<file path="src/rtl/audio_i2s_tx.sv">
// audio_i2s_tx: mono 16-bit sample FIFO feeding an I2S transmitter (L=R), with underrun monitor
module audio_i2s_tx #(
  parameter int BCLK_DIV   = 4,
  parameter int FIFO_DEPTH = 4
) (
  input  logic        clk,
  input  logic        reset_n,
  input  logic [15:0] sample_in,
  input  logic        sample_valid,
  output logic        sample_ready,
  output logic        bclk,
  output logic        lrclk,
  output logic        sdata,
  output logic        underrun,
  output logic [15:0] underrun_count
);
  localparam int DW = BCLK_DIV > 1 ? $clog2(BCLK_DIV) : 1;
  localparam int AW = FIFO_DEPTH > 1 ? $clog2(FIFO_DEPTH) : 1;
  localparam logic [DW-1:0] DIV_LAST = DW'(BCLK_DIV - 1);
  localparam logic [AW:0] FULL = (AW + 1)'(FIFO_DEPTH);
  logic [DW-1:0] div;
  logic [4:0] s;
  logic [31:0] sh;
  logic [15:0] last_sample, head, next_word;
  logic [15:0] mem [FIFO_DEPTH];
  logic [AW-1:0] rd_ptr, wr_ptr;
  logic [AW:0] count;
  logic tick, fall, frame_start, empty, push, pop;
  assign tick = div == DIV_LAST;
  assign fall = tick && bclk;
  assign frame_start = fall && s == 5'd0;
  assign empty = count == '0;
  assign sample_ready = count != FULL;
  assign push = sample_valid && sample_ready;
  assign pop = frame_start && !empty;
  assign lrclk = s[4];
  assign head = mem[rd_ptr];
  // an empty FIFO at frame start repeats the previous sample
  assign next_word = empty ? last_sample : head;
  always_ff @(posedge clk) begin
    if (push) mem[wr_ptr] <= sample_in;
  end
  always_ff @(posedge clk or negedge reset_n) begin
    if (!reset_n) begin
      div <= '0;
      bclk <= 1'b0;
      s <= '0;
      sh <= '0;
      sdata <= 1'b0;
      last_sample <= '0;
      rd_ptr <= '0;
      wr_ptr <= '0;
      count <= '0;
      underrun <= 1'b0;
      underrun_count <= '0;
    end else begin
      div <= tick ? '0 : div + 1'b1;
      if (tick) bclk <= !bclk;
      underrun <= frame_start && empty;
      if (push) wr_ptr <= wr_ptr + 1'b1;
      if (pop) rd_ptr <= rd_ptr + 1'b1;
      if (push != pop) count <= push ? count + 1'b1 : count - 1'b1;
      if (fall) s <= s + 5'd1;
      if (frame_start) begin
        last_sample <= next_word;
        sh <= {next_word, next_word};
        sdata <= next_word[15];
        if (empty && underrun_count != 16'hFFFF) underrun_count <= underrun_count + 16'd1;
      end else if (fall) begin
        sh <= {sh[30:0], 1'b0};
        sdata <= sh[30];
      end
    end
  end
endmodule

</file>
<file path="config.mk">
export PLATFORM = sky130hd
export DESIGN_NAME = audio_i2s_tx
export DESIGN_NICKNAME = d
export VERILOG_FILES = /design/src/rtl/audio_i2s_tx.sv
export SDC_FILE = /design/constraint.sdc
export NUM_CORES = 1
export LEC_CHECK = 0
export ABC_AREA = 1
export ABC_CLOCK_PERIOD_IN_PS = 3100
export BUFFER_PORTS_ARGS = -buffer_cell sky130_fd_sc_hd__clkbuf_2
export CORE_ASPECT_RATIO = 1.75
export CORE_MARGIN = 2
export CORE_UTILIZATION = 45
export DETAILED_ROUTE_END_ITERATION = 8
export GPL_ROUTABILITY_DRIVEN = 0
export RECOVER_POWER = 25
export SLEW_MARGIN = 20
export SYNTH_ARGS = -nofsm -noshare
export SYNTH_HDL_FRONTEND = slang
export SYNTH_SLANG_ARGS = --single-unit
</file>
<file path="constraint.sdc">
create_clock -name clk -period 3.1 [get_ports clk]
set_input_delay 0.775 -clock clk [delete_from_list [all_inputs] [get_ports clk]]
set_output_delay 0.775 -clock clk [all_outputs]
set_load 0.005 [all_outputs]
</file>
==> flow_summary.ini <==
[power]
power_density_nw_per_um2 = 751.1
p_comb_share_pct = 20.1
p_clk_share_pct = 36.4
pwr-share-seq_pct = 43.6
ir_drop_mv = 0.4445
p_sw_uw = 1785
power.internal_uw = 4186
p_sw_share_pct = 29.90
totalPowerFinal_uw = 5971
p_leak_uw = 0.004009

[detailed_routing]
dr.pass1.iters = 5
met1_length_um = 5800
drt-wirelength-per-cell_um = 14.18
routed-wl-met3_um = 406
drt_iter0_drc = 273
routed_via_density = 4.989
wl_met2_um = 7972
totalWireLength_um = 14490
vias = 5099
ant_nets = 0
top_layer_used = met4
drc = 0

[sta]
tightest_slew_ns = 1.155
rsz0062_at_grt = false
max-slew-margin-rel_pct = 22.98
slew_violations = 0
fin_crit_sh_pct = 70.65
period_needed_ns = 2.190
skew_ns = 0.01423
finalSetupViolations = 0
fin_tns_setup_ns = 0
clock.fmax_mhz = 456.6
hold_viol_final = 0

[worst_setup_path]
critPathLaunchType = flop
cp.required_ns = 3.45
cp.arrival_ns = 2.54
cp-end-kind = flop
worstPathMaxFanout = 36
path_class = flop to flop

[flow_run]
cap_violations = 0

[global_route]
grt_max_degree = 46
grt_pass1_vias = 5430
track_usage_pct = 18.98
globalRouteOverflowTotal = 0
antenna_found_initial = 0
grt_pass1_wl_um = 24890

[clocking]
cts_made_buffers = 17
cts_hold_buf = 0
cts_tree = done
clk_path_buf_depth = 2
cts.sinks = 144
ctsResizeCount = 0
worstSkewPairLatency_ns = 0.42
path_clk_slew_ns = 0.06
htreeDepth = 4
post_cts.repair.setup_buffers = 0
root_buffer = clkbuf_16

[synth]
async_reset_ff_share_pct = 55.56
synth_area_per_cell_um2 = 8.913
ys_ff_latch = 144
syn_inst = 777
synth-edff-count = 64
yosysSeqAreaShare_pct = 56.66
synth.distinct_cells = 32
ys.warnings.count = 0
synthFlopType = dfrtp_1
netlist_area_um2 = 6925
synth_nets = 805

[floorplan]
coreArea_um2 = 15240
ios = 40
die_y_um = 168.1
dieArea_um2 = 16440
chipWidth_um = 97.78
initial_core_util_pct = 45.44
rows = 60

[place]
dpl_cell_area_um2 = 7341
dp_hpwl_um = 9776
portBuffers = 39
place_inst = 990

[layout]
utilization_pct = 52.17
final_cell_mix = 245 x nand2_1, 118 x inv_1, 80 x dfrtp_1
fin_nets = 851
final_common_cell = nand2_1
final_cells = 1022
drive_gt1_share_pct = 14.71
antenna-diode-count = 0
final_area_um2 = 7950
syn_to_final_growth_pct = 14.80
fill_cells = 1352

[min_path]
hold_path_class = flop to flop

[outcome]
outcome = finished, final reports clean
-- power by group through the flow --
stage	Combinational [uW]	Sequential, uW	Clock [uW]
finish	1200	2600	2170
global route	1390	2640	2310
CTS	1220	2600	2210
detailed placement	1210	2630	0
global placement	1150	2620	0
floorplan	885	2580	0
-- worst paths after layout --
path                         start  endpoint  cells past startpoint  slack, ns
min                         div[0]    div[0]                      1       0.43
min reg2reg                 div[0]    div[0]                      1       0.43
max in group asynchronous  reset_n     sh[1]                      2       1.72
min in group asynchronous  reset_n    sh[26]                      1       0.58
max                         div[0]    sh[12]                     10       0.91
max reg2reg                 div[0]    sh[12]                     10       0.91
-- synth_stat cells (2+ instances only) --
master    count  area share (%)
nand2_1     245              13
nand2_4      11             1.8
nand4_1      23             2.1
nor2_4        3            0.49
edfxtp_1     64              28
inv_1       118             6.4
a21oi_1       2            0.14
xnor2_1       6            0.76
clkbuf_1     16            0.87
inv_2         3            0.16
dfrtp_1      80              29
buf_2         6            0.43
nand3_1      76             5.5
or2_2        31             2.8
xor2_1        8             1.0
nor2_2        2            0.18
nor2_1       28             1.5
o21ai_0      34             2.5
ha_1          8             1.4
-- critical path: stages, from the launching register on --
cell      delay, ns
dfrtp_1        0.35
ha_1           0.23
nand2_4        0.24
clkinv_2       0.14
nand3_4        0.22
nor2_4         0.30
buf_4          0.33
nand2_4        0.09
nand3_1        0.10
nand2_1        0.06
inv_1          0.05
-- layout make-up --
class	count	area (um^2)	area share (%)
inverter	123	462.9	5.823
tap	186	232.7	2.927
timing repair buffer	53	292.8	3.683
sequential	144	3924	49.35
clock inverter	15	206.4	2.597
multi-input combinational	484	2406	30.26
clock buffer	17	425.4	5.351
-- through the flow --
stage,hold slack [ns],setup slack [ns]
5_1_grt,0.4518,0.7236
2_1_floorplan,0.4031,1.032
3_5_place_dp,0.4187,0.9302
3_3_place_gp,0.4122,1.039
4_1_cts,0.3796,0.9012
6_report,0.4297,0.9099
-- registers in the layout (all words and copies together), names as in the netlist --
signal and cells:
mem 64, sh 31, last_sample 16, bclk 1, count 3, rd_ptr 2
div 2, underrun_count 16, s 5, underrun 1, wr_ptr 2, sdata 1
-- per-layer routing --
layer	track usage, %	up-vias
met3	3.362	22
met2	35.56	103
met5	0	-
li1	-	2529
met4	8.998	0
met1	20.36	2445
-- logic make-up after synthesis --
family	after synthesis	share of synthesized area, %
compound gates	37	2.728
xor+xnor	14	1.771
simple gates	424	28.51
fa+ha+maj	9	1.734
buf+inv	149	8.600
flops	144	56.66
No activity file was read; power rests on OpenSTA's default activity.
